--- src/rtl/render_pkg.sv ---
`default_nettype none
// +--------------------------------------------------------------------+
// | render_pkg : geometry/colour defaults and raster FSM states shared |
// | by the 2D render blocks.                            rev 1.0        |
// +--------------------------------------------------------------------+
package render_pkg;

  localparam int DEF_X_W      = 9;
  localparam int DEF_Y_W      = 8;
  localparam int DEF_COLOR_W  = 3;
  localparam int DEF_THICK_W  = 3;
  localparam int DEF_SCREEN_W = 320;
  localparam int DEF_SCREEN_H = 240;

  typedef enum logic [1:0] {
    ST_IDLE  = 2'd0,
    ST_SETUP = 2'd1,
    ST_DRAW  = 2'd2,
    ST_DONE  = 2'd3
  } raster_state_e;

endpackage
`default_nettype wire

--- src/rtl/rect_raster_if.sv ---
`default_nettype none
// +--------------------------------------------------------------------+
// | rect_raster_if : valid/ready pixel stream (x, y, colour).          |
// |                                                     rev 1.0        |
// +--------------------------------------------------------------------+
interface rect_raster_if
  import render_pkg::*;
#(
  parameter int X_W     = DEF_X_W,
  parameter int Y_W     = DEF_Y_W,
  parameter int COLOR_W = DEF_COLOR_W
);
  logic               pix_valid;
  logic               pix_ready;
  logic [X_W-1:0]     pix_x;
  logic [Y_W-1:0]     pix_y;
  logic [COLOR_W-1:0] pix_color;

  modport master (output pix_valid, pix_x, pix_y, pix_color, input pix_ready);
  modport slave  (input pix_valid, pix_x, pix_y, pix_color, output pix_ready);
endinterface
`default_nettype wire

--- src/rtl/raster_counter.sv ---
`default_nettype none
// +--------------------------------------------------------------------+
// | raster_counter : cx/cy raster walker with load, advance and last.  |
// |                                                     rev 1.0        |
// +--------------------------------------------------------------------+
module raster_counter
  import render_pkg::*;
#(
  parameter int X_W = DEF_X_W,
  parameter int Y_W = DEF_Y_W
) (
  input  logic           clk,
  input  logic           resetn,
  input  logic           load,
  input  logic           advance,
  input  logic [X_W-1:0] start_x,
  input  logic [Y_W-1:0] start_y,
  input  logic [X_W:0]   x_end,
  input  logic [Y_W:0]   y_end,
  output logic [X_W-1:0] cx,
  output logic [Y_W-1:0] cy,
  output logic [X_W-1:0] nx,
  output logic [Y_W-1:0] ny,
  output logic           last
);
  localparam logic [X_W:0] X_ONE = (X_W+1)'(1);
  localparam logic [Y_W:0] Y_ONE = (Y_W+1)'(1);

  logic [X_W-1:0] cx_q, cx_d;
  logic [Y_W-1:0] cy_q, cy_d;
  logic           row_end;

  // x_end/y_end are exclusive bounds, so the final column/row is end-1
  assign row_end = ({1'b0, cx_q} == (x_end - X_ONE));
  assign last    = row_end && ({1'b0, cy_q} == (y_end - Y_ONE));

  always_comb begin
    cx_d = cx_q;
    cy_d = cy_q;
    if (load) begin
      cx_d = start_x;
      cy_d = start_y;
    end else if (advance) begin
      if (row_end) begin
        cx_d = start_x;
        cy_d = cy_q + Y_W'(1);
      end else begin
        cx_d = cx_q + X_W'(1);
      end
    end
  end

  always_ff @(posedge clk or negedge resetn) begin
    if (!resetn) begin
      cx_q <= '0;
      cy_q <= '0;
    end else begin
      cx_q <= cx_d;
      cy_q <= cy_d;
    end
  end

  assign cx = cx_q;
  assign cy = cy_q;
  assign nx = cx_d;
  assign ny = cy_d;
endmodule
`default_nettype wire

--- src/rtl/rect_raster.sv ---
`default_nettype none
// +--------------------------------------------------------------------+
// | rect_raster : clipped raster-order rectangle walker with optional  |
// | border (RECT_BORDER_EN).                            rev 1.0        |
// +--------------------------------------------------------------------+
module rect_raster
  import render_pkg::*;
#(
  parameter int X_W      = DEF_X_W,
  parameter int Y_W      = DEF_Y_W,
  parameter int COLOR_W  = DEF_COLOR_W,
  parameter int SCREEN_W = DEF_SCREEN_W,
  parameter int SCREEN_H = DEF_SCREEN_H,
  parameter int THICK_W  = DEF_THICK_W
) (
  input  logic               clk,
  input  logic               resetn,
  input  logic               start,
  input  logic               abort,
  input  logic [X_W-1:0]     origin_x,
  input  logic [Y_W-1:0]     origin_y,
  input  logic [X_W-1:0]     width,
  input  logic [Y_W-1:0]     height,
  input  logic [COLOR_W-1:0] back_color,
  input  logic [COLOR_W-1:0] border_color,
  input  logic [THICK_W-1:0] border_thick,
  output logic               busy,
  output logic               done,
  rect_raster_if.master      pix
);
  localparam logic [X_W:0] X_SCR = (X_W+1)'(SCREEN_W);
  localparam logic [Y_W:0] Y_SCR = (Y_W+1)'(SCREEN_H);

  raster_state_e      state_q, state_d;
  logic [X_W-1:0]     ox_q, ox_d, w_q, w_d;
  logic [Y_W-1:0]     oy_q, oy_d, h_q, h_d;
  logic [COLOR_W-1:0] back_q, back_d, border_q, border_d, color_q, color_d;
  logic [THICK_W-1:0] thick_q, thick_d;
  logic [X_W:0]       x_end_q, x_end_d, sum_x, x_end_calc;
  logic [Y_W:0]       y_end_q, y_end_d, sum_y, y_end_calc;
  logic               busy_q, busy_d, done_q, done_d, valid_q, valid_d;
  logic               empty, load, advance, last, pick_border;
  logic [X_W-1:0]     cx, nx;
  logic [Y_W-1:0]     cy, ny;

  raster_counter #(.X_W(X_W), .Y_W(Y_W)) u_counter (
    .clk     (clk),
    .resetn  (resetn),
    .load    (load),
    .advance (advance),
    .start_x (ox_q),
    .start_y (oy_q),
    .x_end   (x_end_q),
    .y_end   (y_end_q),
    .cx      (cx),
    .cy      (cy),
    .nx      (nx),
    .ny      (ny),
    .last    (last)
  );

  // One extra bit keeps origin+size from wrapping before the screen clip
  always_comb begin
    sum_x      = {1'b0, ox_q} + {1'b0, w_q};
    sum_y      = {1'b0, oy_q} + {1'b0, h_q};
    x_end_calc = (sum_x > X_SCR) ? X_SCR : sum_x;
    y_end_calc = (sum_y > Y_SCR) ? Y_SCR : sum_y;
    empty      = (w_q == '0) || (h_q == '0) ||
                 ({1'b0, ox_q} >= X_SCR) || ({1'b0, oy_q} >= Y_SCR);
  end

  always_comb begin
    state_d  = state_q;
    ox_d     = ox_q;
    oy_d     = oy_q;
    w_d      = w_q;
    h_d      = h_q;
    back_d   = back_q;
    border_d = border_q;
    thick_d  = thick_q;
    x_end_d  = x_end_q;
    y_end_d  = y_end_q;
    load     = 1'b0;
    advance  = 1'b0;
    case (state_q)
      ST_IDLE: if (start) begin
        ox_d     = origin_x;
        oy_d     = origin_y;
        w_d      = width;
        h_d      = height;
        back_d   = back_color;
        border_d = border_color;
        thick_d  = border_thick;
        state_d  = ST_SETUP;
      end
      ST_SETUP: begin
        x_end_d = x_end_calc;
        y_end_d = y_end_calc;
        if (empty) begin
          state_d = ST_DONE;
        end else begin
          load    = 1'b1;
          state_d = ST_DRAW;
        end
      end
      ST_DRAW: if (pix.pix_ready) begin
        advance = 1'b1;
        if (last) state_d = ST_DONE;
      end
      ST_DONE: state_d = ST_IDLE;
      default: state_d = ST_IDLE;
    endcase
    if (abort && (state_q != ST_IDLE)) begin
      state_d = ST_IDLE;
      load    = 1'b0;
      advance = 1'b0;
    end
  end

  assign busy_d  = (state_d != ST_IDLE);
  assign done_d  = (state_d == ST_DONE);
  assign valid_d = (state_d == ST_DRAW);

`ifdef RECT_BORDER_EN
  logic [X_W-1:0] col;
  logic [Y_W-1:0] row;

  // Border test uses the unclipped rectangle so clipping never moves the edge
  function automatic logic in_border(input logic [X_W-1:0] c, input logic [Y_W-1:0] r,
                                     input logic [X_W-1:0] w, input logic [Y_W-1:0] h,
                                     input logic [THICK_W-1:0] t);
    logic [X_W-1:0] tx;
    logic [Y_W-1:0] ty;
    tx = X_W'(t);
    ty = Y_W'(t);
    if (t == '0) return 1'b0;
    if ((tx >= w) || (ty >= h)) return 1'b1;
    return (c < tx) || (c >= w - tx) || (r < ty) || (r >= h - ty);
  endfunction

  always_comb begin
    col         = nx - ox_q;
    row         = ny - oy_q;
    pick_border = in_border(col, row, w_q, h_q, thick_q);
  end
`else
  logic unused_border;
  assign pick_border   = 1'b0;
  assign unused_border = ^{thick_q, nx, ny};
`endif

  assign color_d = (load || advance) ? (pick_border ? border_q : back_q) : color_q;

  always_ff @(posedge clk or negedge resetn) begin
    if (!resetn) begin
      state_q  <= ST_IDLE;
      ox_q     <= '0;
      oy_q     <= '0;
      w_q      <= '0;
      h_q      <= '0;
      back_q   <= '0;
      border_q <= '0;
      thick_q  <= '0;
      x_end_q  <= '0;
      y_end_q  <= '0;
      busy_q   <= 1'b0;
      done_q   <= 1'b0;
      valid_q  <= 1'b0;
      color_q  <= '0;
    end else begin
      state_q  <= state_d;
      ox_q     <= ox_d;
      oy_q     <= oy_d;
      w_q      <= w_d;
      h_q      <= h_d;
      back_q   <= back_d;
      border_q <= border_d;
      thick_q  <= thick_d;
      x_end_q  <= x_end_d;
      y_end_q  <= y_end_d;
      busy_q   <= busy_d;
      done_q   <= done_d;
      valid_q  <= valid_d;
      color_q  <= color_d;
    end
  end

  assign busy          = busy_q;
  assign done          = done_q;
  assign pix.pix_valid = valid_q;
  assign pix.pix_x     = cx;
  assign pix.pix_y     = cy;
  assign pix.pix_color = color_q;
endmodule
`default_nettype wire

--- src/flat_wrapper.sv ---
// flat-port wrapper written by rule: the top's interface ports become plain ports
module rect_raster_flat import render_pkg::*;
#(
  parameter int X_W      = DEF_X_W,
  parameter int Y_W      = DEF_Y_W,
  parameter int COLOR_W  = DEF_COLOR_W,
  parameter int SCREEN_W = DEF_SCREEN_W,
  parameter int SCREEN_H = DEF_SCREEN_H,
  parameter int THICK_W  = DEF_THICK_W
)
  (clk, resetn, start, abort, origin_x, origin_y, width, height, back_color, border_color, border_thick, busy, done, pix_pix_valid, pix_pix_x, pix_pix_y, pix_pix_color, pix_pix_ready);
  rect_raster_if #(.X_W(X_W), .Y_W(Y_W), .COLOR_W(COLOR_W)) pix_i ();
  input  logic clk;
  input  logic resetn;
  input  logic start;
  input  logic abort;
  input  logic [X_W-1:0] origin_x;
  input  logic [Y_W-1:0] origin_y;
  input  logic [X_W-1:0] width;
  input  logic [Y_W-1:0] height;
  input  logic [COLOR_W-1:0] back_color;
  input  logic [COLOR_W-1:0] border_color;
  input  logic [THICK_W-1:0] border_thick;
  output logic busy;
  output logic done;
  output wire logic [$bits(pix_i.pix_valid)-1:0] pix_pix_valid;
  output wire logic [$bits(pix_i.pix_x)-1:0] pix_pix_x;
  output wire logic [$bits(pix_i.pix_y)-1:0] pix_pix_y;
  output wire logic [$bits(pix_i.pix_color)-1:0] pix_pix_color;
  input wire logic [$bits(pix_i.pix_ready)-1:0] pix_pix_ready;
  assign pix_pix_valid = pix_i.pix_valid;
  assign pix_pix_x = pix_i.pix_x;
  assign pix_pix_y = pix_i.pix_y;
  assign pix_pix_color = pix_i.pix_color;
  assign pix_i.pix_ready = pix_pix_ready;
  rect_raster #(.X_W(X_W), .Y_W(Y_W), .COLOR_W(COLOR_W), .SCREEN_W(SCREEN_W), .SCREEN_H(SCREEN_H), .THICK_W(THICK_W)) u_core (.clk(clk), .resetn(resetn), .start(start), .abort(abort), .origin_x(origin_x), .origin_y(origin_y), .width(width), .height(height), .back_color(back_color), .border_color(border_color), .border_thick(border_thick), .busy(busy), .done(done), .pix(pix_i));
endmodule
--- config.mk ---
export PLATFORM = sky130hd
export DESIGN_NAME = rect_raster_flat
export DESIGN_NICKNAME = d
export VERILOG_FILES = /design/src/rtl/render_pkg.sv /design/src/rtl/rect_raster_if.sv /design/src/rtl/raster_counter.sv /design/src/rtl/rect_raster.sv /design/src/flat_wrapper.sv
export SDC_FILE = /design/constraint.sdc
export NUM_CORES = 1
export LEC_CHECK = 0
export ABC_AREA = 1
export BUFFER_PORTS_ARGS = -buffer_cell sky130_fd_sc_hd__buf_2
export CAP_MARGIN = 30
export CORE_ASPECT_RATIO = 0.6
export CORE_MARGIN = 1.5
export CORE_UTILIZATION = 59
export DETAILED_ROUTE_END_ITERATION = 8
export GPL_TIMING_DRIVEN = 0
export PLACE_DENSITY = 0.79
export SYNTH_ARGS = -nofsm -noshare
export SYNTH_HDL_FRONTEND = slang
export SYNTH_HIERARCHICAL = 1
export SYNTH_SLANG_ARGS = --single-unit
--- constraint.sdc ---
create_clock -name clk -period 2.8 [get_ports clk]
set_input_delay 0.7 -clock clk [delete_from_list [all_inputs] [get_ports clk]]
set_output_delay 0.7 -clock clk [all_outputs]
set_load 0.01 [all_outputs]
==> impl_metrics.env, run 1 <==
export IMPL_r2r_end="u_core/pix.pix_valid"
export IMPL_synth_edf_count=0
export IMPL_fin_crit_sh_pct=89.8
export IMPL_cp_num_buf_inv=2
export IMPL_synth_top_flop_cell="dfrtp_1"
export IMPL_final_cells=950
export IMPL_htreeDepth=3
export IMPL_num_vias=5284
export IMPL_syn_area_um2=5590
export IMPL_grt_antenna_before_repair=0
export IMPL_synth_simple_area_share_pct=34.6
export IMPL_finalSetupTns_ps=0
export IMPL_synthMuxAreaShare_pct=7.05
export IMPL_endpoint_kind="flop"
export IMPL_setup_worst_path_class="flop to flop"
export IMPL_insertion_delay_ps=340
export IMPL_num_rows=27
export IMPL_leakage_nw=3.34
export IMPL_worstPathRequired_ps=3030
export IMPL_seq_area_frac_synth_pct=36.3
export IMPL_synthXorXnorAreaFrac_pct=3.76
export IMPL_start_kind="flop"
export IMPL_worstPathCellList="inv_1 > ha_1 > nand3_1 > or3_1 > a211oi_1 > nand3_1 > nor2_1 > nand3_1 > nand2_1 > a21oi_1 > nand2_1 > nand2_1 > inv_1 > nor2_1"
export IMPL_die_h_um=78.4
export IMPL_hold_viol_final=0
export IMPL_ys_types=40
export IMPL_cts_resized=0
export IMPL_clkTransAtPathRegs_ps=60
export IMPL_cts_tree="built"
export IMPL_drv_cap=0
export IMPL_max_slew_margin_pct=54.5
export IMPL_placed_cells_incl_taps=935
export IMPL_rr_worst_depth=14
export IMPL_rsz0062_at_grt="no"
export IMPL_io_pins=71
export IMPL_areaGrowthSynthToFinish_pct=14.4
export IMPL_routed_wl_um=15100
export IMPL_finClkSkew_ps=6.96
export IMPL_cp_arrival_ps=2750
export IMPL_power_total_mw=9.53
export IMPL_ant_nets=0
export IMPL_synthAdderAreaFrac_pct=6.09
export IMPL_clock_tree_root_cell="clkbuf_16"
export IMPL_place_congestion=0.940
export IMPL_fmax_ghz=0.398
export IMPL_reg2reg_slack_ps=280
export IMPL_cts_hold_buf=0
export IMPL_cts_sinks=81
export IMPL_core_um2=9190
export IMPL_ys_top_cells_by_count="nand2_1, dfrtp_1, inv_1"
export IMPL_grt_ovfl_total=0
export IMPL_yosys_register_bits=81
export IMPL_synth_area_leaders="dfrtp_1, nand2_1, mux2_2, nand3_1, ha_1"
export IMPL_synthCells=740
export IMPL_grt_pass1_vias=4891
export IMPL_clockBufferDepth=2
export IMPL_power_density_nw_per_um2=1490
export IMPL_setup_violations=0
export IMPL_drcViolationCount=0
export IMPL_syn_num_nets=814
export IMPL_synth_compound_area_share_pct=4.84
export IMPL_async_flop_share_pct=100
export IMPL_vdd_drop_max_v=0.000827
export IMPL_start_util_pct=60.8
export IMPL_worstHoldPathType="primary input to async pin"
export IMPL_critPathMaxFanout=3
export IMPL_cts_setup_buffers=0
export IMPL_yosysWarningCount=6
export IMPL_drv_slew=0
export IMPL_syn_avg_cell_area_um2=7.55
export IMPL_post_drt_wl_per_cell_um=15.9
export IMPL_whs_ps=262
export IMPL_track_usage_pct=32.0
export IMPL_grt_pass1_wl_um=24700
export IMPL_yosysMostFrequentCell="nand2_1"
export IMPL_synth_top_cell_area_share_pct=36.3
export IMPL_dieWidth_um=129
export IMPL_place_hpwl_um=11600
export IMPL_diodes=0
export IMPL_cts_buffers=9
export IMPL_fillers=772
export IMPL_dr_pass1_iters=6
export IMPL_crit_slowest_cell="dfrtp_1"
export IMPL_dieArea_um2=10100
export IMPL_finalCriticalPeriod_ps=2520
export IMPL_grt_max_degree=58
export IMPL_synth_top_family_by_area="simple AND/OR/NAND/NOR gates"
export IMPL_viasPerCell=5.56
export IMPL_tightest_slew_ps=682
export IMPL_outcome="completed"
export IMPL_reg2reg_from="u_core/y_end_q[0]"
export IMPL_yosys_area_top_type="dfrtp_1"
export IMPL_drt_initial_drc_count=520
export IMPL_port_buffers=64
export IMPL_drive_gt1_share_pct=20.7
export IMPL_crit_family="simple AND/OR/NAND/NOR gates"
export IMPL_num_nets_final=890
export IMPL_cp_slowest_stage_delay_ps=430
per-layer routing:
layer	track usage, %	up-vias	share of wire [%]
met5	0	-	0
met4	8.20	0	1.2
li1	-	2542	-
met1	48.5	2450	48
met2	44.2	272	41
met3	9.48	20	10
flip-flops by register name, summed over array words and instances, names as in the netlist:
signal and count:
u_core/ox_q 9, u_core/u_counter/cy 8, u_core/pix.pix_valid 1, u_core/busy 1, u_core/back_q 3, u_core/x_end_q 10
u_core/oy_q 8, u_core/state_q 2, u_core/pix.pix_color 3, u_core/done 1, u_core/h_q 8, u_core/y_end_q 9
u_core/u_counter/cx 9, u_core/w_q 9
through the flow:
step	cell area, µm²	utilization (%)	setup WS (ps)
floorplan	5590	-	796
global placement	6070	66.1	332
detailed placement	6100	66.4	325
CTS	6390	69.6	288
global route	6390	69.6	111
finish	6390	69.6	285
layout make-up:
cell class | instances | area [µm²] | area share [%]
clock inverter | 6 | 67.6 | 1.06
inverter | 86 | 323 | 5.05
timing repair buffer | 65 | 350 | 5.48
multi-input combinational | 558 | 3150 | 49.2
clock buffer | 9 | 225 | 3.52
tap | 130 | 163 | 2.54
sequential | 81 | 2030 | 31.7
buffer | 15 | 88.8 | 1.39
cell usage in the layout, fill, tap and decap left out, drive strengths merged, types with 4 or more instances in the layout:
master	n
buf	72
nand3	67
a21oi	33
nand2	226
clkbuf	17
nor2	83
nand4	20
xnor2	10
or2	5
dfrtp	81
ha	24
o21ai	10
mux2	35
clkinv	4
xor2	14
nor3	6
nand3b	13
inv	85
power by group:
group          switching, mW  leakage, nW  total, mW  internal, mW
sequential             0.736        0.975       2.47          1.73
combinational           3.65         2.23       5.88          2.23
clock                  0.486        0.138       1.17         0.688
total                   4.88         3.34       9.53          4.65
cell families after synthesis:
group           count (synthesis)
flops                          81
mux                            35
buf+inv                       101
simple gates                  423
compound gates                 50
xor+xnor                       24
fa+ha+maj                      26
worst max-delay path by stage:
stage	to	cells past startpoint	slack, ps	from
after detailed placement	u_core/u_counter/cy[6]	11	320	u_core/state_q[1]
after global placement	u_core/u_counter/cy[6]	11	330	u_core/state_q[1]
after CTS	u_core/u_counter/cy[6]	11	290	u_core/state_q[1]
after global routing	u_core/pix.pix_valid	17	110	u_core/x_end_q[0]
final	u_core/pix.pix_valid	14	280	u_core/y_end_q[0]
after floorplan	u_core/pix.pix_valid	18	800	u_core/x_end_q[0]
(Power assumes the default switching activity.)
==> run 2: changes to the inputs <==
- REMOVE_ABC_BUFFERS: default -> 1
==> impl_metrics.env, run 2 (synthesis results as in run 1) <==
export IMPL_outcome="completed"
export IMPL_tightest_slew_ps=931
export IMPL_cp_slowest_stage_delay_ps=450
export IMPL_fin_crit_sh_pct=93.5
export IMPL_setup_worst_path_class="flop to flop"
export IMPL_post_drt_wl_per_cell_um=15.5
export IMPL_path_depth=10
export IMPL_routed_wl_um=14500
export IMPL_critPathMaxFanout=18
export IMPL_drcViolationCount=0
export IMPL_cp_arrival_ps=2870
export IMPL_grt_pass1_wl_um=23500
export IMPL_grt_ovfl_total=0
export IMPL_grt_pass1_vias=4847
export IMPL_finClkSkew_ps=5.91
export IMPL_drive_gt1_share_pct=20.9
export IMPL_start_kind="flop"
export IMPL_track_usage_pct=30.1
export IMPL_drv_slew=0
export IMPL_crit_slowest_cell="ha_2"
export IMPL_start_util_pct=60.8
export IMPL_leakage_nw=3.29
export IMPL_largest_reg_flops=10
export IMPL_endpoint_kind="flop"
export IMPL_dieWidth_um=129
export IMPL_power_density_nw_per_um2=1480
export IMPL_reg2reg_from="u_core/state_q[1]"
export IMPL_core_um2=9190
export IMPL_vdd_drop_max_v=0.000720
export IMPL_cts_tree="built"
export IMPL_finalCriticalPeriod_ps=2620
export IMPL_htreeDepth=3
export IMPL_port_buffers=64
export IMPL_drv_cap=0
export IMPL_crit_family="buffers and inverters"
export IMPL_place_congestion=0.885
export IMPL_grt_max_degree=47
export IMPL_power_total_mw=9.41
export IMPL_max_slew_margin_pct=37.7
export IMPL_viasPerCell=5.53
export IMPL_dieArea_um2=10100
export IMPL_diodes=0
export IMPL_cts_buffers=9
export IMPL_worstPathRequired_ps=3050
export IMPL_cts_hold_buf=0
export IMPL_clkTransAtPathRegs_ps=60
export IMPL_io_pins=71
export IMPL_worstHoldPathType="primary input to async pin"
export IMPL_post_route_util_pct=69.3
export IMPL_rr_worst_depth=10
export IMPL_worstPathCellList="inv_1 > ha_2 > clkinvlp_4 > nor2_1 > nand2_1 > clkinvlp_4 > clkinv_2 > o21ai_0 > a21oi_1 > a21oi_1"
export IMPL_startpoint="u_core/state_q[1]"
export IMPL_grt_antenna_before_repair=0
export IMPL_insertion_delay_ps=340
export IMPL_rsz0062_at_grt="no"
export IMPL_cts_sinks=81
export IMPL_areaGrowthSynthToFinish_pct=14.0
export IMPL_fmax_ghz=0.382
export IMPL_num_nets_final=878
export IMPL_drt_initial_drc_count=405
export IMPL_place_hpwl_um=11000
export IMPL_num_vias=5196
export IMPL_clockBufferDepth=2
export IMPL_clock_tree_root_cell="clkbuf_16"
export IMPL_setup_violations=0
export IMPL_most_common_layout_cells="nand2_1, dfrtp_1, inv_1"
export IMPL_dr_pass1_iters=5
export IMPL_cp_num_buf_inv=4
export IMPL_max_flop_register="u_core/x_end_q"
export IMPL_hold_viol_final=0
export IMPL_num_rows=27
export IMPL_final_common_cell="nand2_1"
export IMPL_ant_nets=0
export IMPL_die_h_um=78.4
run 2: cell types whose count changed in the layout (fill, tap and decap cells not counted), moves of 2 or more:
cell / delta
clkinvlp_4: +3
buf_2: -5
buf_4: +2
buf_6: -2
inv_1: -3
clkbuf_1: -3
run 2: timing repair:
item	in CTS	in global routing
resized for setup	5	2
pin swaps	0	0
buffers inserted	0	2
endpoints found under the setup margin	16	8
gates cloned	1	0
run 2: stage by stage:
stage          setup WS, ps  setup TNS (ps)  instance area (µm²)  hold slack, ps  std cells
2_1_floorplan           354               0                 5500             404        725
3_3_place_gp           -681           -9920                 5980             448        919
3_5_place_dp           -745          -10940                 6010             458        920
4_1_cts                97.5               0                 6350             333        937
5_1_grt                23.1               0                 6370             353        939
6_report                181               0                 6370             319        939
run 2: worst paths after layout:
path | to | slack (ps)
setup / recovery | u_core/u_counter/cx[7] | 180
hold / removal | u_core/w_q[2] | 320
setup reg to reg | u_core/u_counter/cx[7] | 180
hold reg to reg | u_core/pix.pix_color[0] | 460
max in group asynchronous | u_core/y_end_q[3] | 1890
min in group clk | u_core/pix.pix_color[0] | 460
run 2: worst register-to-register path: stages (launching register included):
cell and delay (ps):
dfrtp_1 380, inv_1 80, ha_2 450, clkinvlp_4 250
nor2_1 130, nand2_1 190, clkinvlp_4 350, clkinv_2 330
o21ai_0 170, a21oi_1 60, a21oi_1 150
run 2: per-layer routing:
metal  share of wire, %  GRT usage, %  vias to the layer above
met3                8.6          5.39                       13
met4               0.81          6.52                        0
li1                   -             -                     2527
met2                 42          45.2                      222
met1                 48          45.3                     2434
met5                  0             0                        -
run 2: layout make-up:
type / count / area (µm²)
multi-input combinational: 558 / 3150
timing repair inverter: 1 / 5.00
clock inverter: 4 / 76.3
fill: 803 / 2820
sequential: 81 / 2030
clock buffer: 12 / 236
inverter: 86 / 339
tap: 130 / 163
timing repair buffer: 67 / 365
run 2: where the power goes:
group	total [mW]	leakage [nW]	internal (mW)	switching, mW
clock	1.25	0.147	0.785	0.469
sequential	2.46	0.974	1.73	0.724
combinational	5.70	2.17	2.17	3.53
total	9.41	3.29	4.69	4.72
==> run 3: changes to the inputs <==
- GPL_TIMING_DRIVEN: 0 -> default
==> impl_metrics.env, run 3 (synthesis results as in run 1) <==
export IMPL_whs_ps=316
export IMPL_ant_nets=0
export IMPL_htreeDepth=3
export IMPL_critPathMostFrequentCell="nand2_1"
export IMPL_core_um2=9190
export IMPL_grt_max_degree=46
export IMPL_ff_latch_area_um2=2030
export IMPL_final_common_cell="nand2_1"
export IMPL_grt_ovfl_total=0
export IMPL_cp_slowest_stage_delay_ps=430
export IMPL_place_congestion=0.920
export IMPL_vdd_drop_max_v=0.000717
export IMPL_finalSetupTns_ps=0
export IMPL_power_density_nw_per_um2=1470
export IMPL_crit_slowest_cell="dfrtp_1"
export IMPL_diodes=0
export IMPL_final_cells=941
export IMPL_finalCriticalPeriod_ps=2490
export IMPL_layout_setup_ws_ps=310
export IMPL_rr_worst_depth=19
export IMPL_die_h_um=78.4
export IMPL_port_buffers=64
export IMPL_drive_gt1_share_pct=20.5
export IMPL_clkTransAtPathRegs_ps=60
export IMPL_post_drt_wl_per_cell_um=15.2
export IMPL_placed_cells_incl_taps=925
export IMPL_path_depth=19
export IMPL_largest_reg_flops=10
export IMPL_drv_slew=0
export IMPL_fin_crit_sh_pct=88.9
export IMPL_place_area_um2=6050
export IMPL_num_nets_final=880
export IMPL_setup_violations=0
export IMPL_dieWidth_um=129
export IMPL_grt_antenna_before_repair=0
export IMPL_startpoint="u_core/x_end_q[0]"
export IMPL_most_common_layout_cells="nand2_1, dfrtp_1, inv_1"
export IMPL_reg2reg_slack_ps=310
export IMPL_fillers=788
export IMPL_hold_viol_final=0
export IMPL_insertion_delay_ps=340
export IMPL_io_pins=71
export IMPL_worstPathCellList="inv_2 > ha_1 > inv_1 > nand2_1 > nand2_1 > nor2_1 > nand2_1 > nor2_1 > nand3_1 > nor2_2 > nand3_2 > nor2_2 > nand3_1 > nand2_1 > a21oi_1 > nand2_1 > nand2_1 > inv_1 > nor2_1"
export IMPL_cts_sinks=81
export IMPL_power_total_mw=9.34
export IMPL_viasPerCell=5.45
export IMPL_grt_pass1_wl_um=23700
export IMPL_endpoint_kind="flop"
export IMPL_dr_pass1_iters=5
export IMPL_drcViolationCount=0
export IMPL_fmax_ghz=0.402
export IMPL_finClkSkew_ps=7.67
export IMPL_worstHoldPathType="primary input to async pin"
export IMPL_routed_wl_um=14300
export IMPL_track_usage_pct=30.4
export IMPL_max_flop_register="u_core/x_end_q"
export IMPL_cp_num_buf_inv=3
export IMPL_reg2reg_from="u_core/x_end_q[0]"
export IMPL_cts_buffers=9
export IMPL_dieArea_um2=10100
export IMPL_r2r_end="u_core/pix.pix_valid"
export IMPL_start_util_pct=60.8
export IMPL_place_ws_ps=366
export IMPL_drv_cap=0
export IMPL_num_vias=5126
export IMPL_cp_arrival_ps=2730
export IMPL_setup_worst_path_class="flop to flop"
export IMPL_clockBufferDepth=2
export IMPL_multiInputGateArea_um2=3150
export IMPL_rsz0062_at_grt="no"
export IMPL_cts_setup_buffers=0
export IMPL_tightest_slew_ps=639
export IMPL_worstPathRequired_ps=3040
export IMPL_drt_initial_drc_count=424
export IMPL_final_area_um2=6350
export IMPL_cts_tree="built"
export IMPL_critPathMaxFanout=8
export IMPL_clock_tree_root_cell="clkbuf_16"
export IMPL_post_route_util_pct=69.1
export IMPL_max_slew_margin_pct=57.4
export IMPL_place_hpwl_um=10900
export IMPL_leakage_nw=3.32
export IMPL_outcome="completed"
export IMPL_num_rows=27
export IMPL_grt_pass1_vias=4817
export IMPL_crit_family="simple AND/OR/NAND/NOR gates"
export IMPL_crit_path_end="u_core/pix.pix_valid"
export IMPL_areaGrowthSynthToFinish_pct=13.7
export IMPL_start_kind="flop"
## run 3: cell types whose count changed in the layout (fill, tap and decap cells not counted), moves of 2 or more
cell,change
clkinvlp_4,-3
buf_12,+2
buf_4,+2
inv_1,+3
clkinv_1,+2
clkbuf_1,-2
## run 3: final cells by class
type	count	area share, %
Inverter	86	5.08
Clock buffer	10	3.60
Sequential cell	81	31.9
Multi-Input combinational cell	558	49.6
Timing Repair Buffer	70	6.18
Clock inverter	6	1.06
Tap cell	130	2.56
## run 3: report_power, final
group / internal, mW / switching (mW) / leakage, nW
clock: 0.694 / 0.502 / 0.139
sequential: 1.73 / 0.722 / 0.975
combinational: 2.19 / 3.50 / 2.20
## run 3: worst min path at each step
stage | endpoint | startpoint | cells past startpoint | slack [ps]
5_1_grt | u_core/w_q[2] | resetn | 1 | 350
4_1_cts | u_core/w_q[2] | resetn | 1 | 330
6_report | u_core/w_q[2] | resetn | 1 | 320
2_1_floorplan | u_core/back_q[0] | resetn | 0 | 400
3_5_place_dp | u_core/pix.pix_color[0] | u_core/back_q[0] | 2 | 460
3_3_place_gp | u_core/pix.pix_color[1] | u_core/back_q[1] | 2 | 450
## run 3: routing by layer
metal	vias up	share of wire [%]	global-route usage, %
met4	0	0.74	5.28
met3	13	7.8	7.09
met2	184	42	44.5
li1	2518	-	-
met5	-	0	0
met1	2411	50	46.2
## run 3: what timing repair did
item / 4_1_cts / 5_1_grt
endpoints found under the setup margin: 0 / 1
hold endpoints to repair: 0 / 0
hold buffers: 0 / 0
resized for setup: 0 / 1
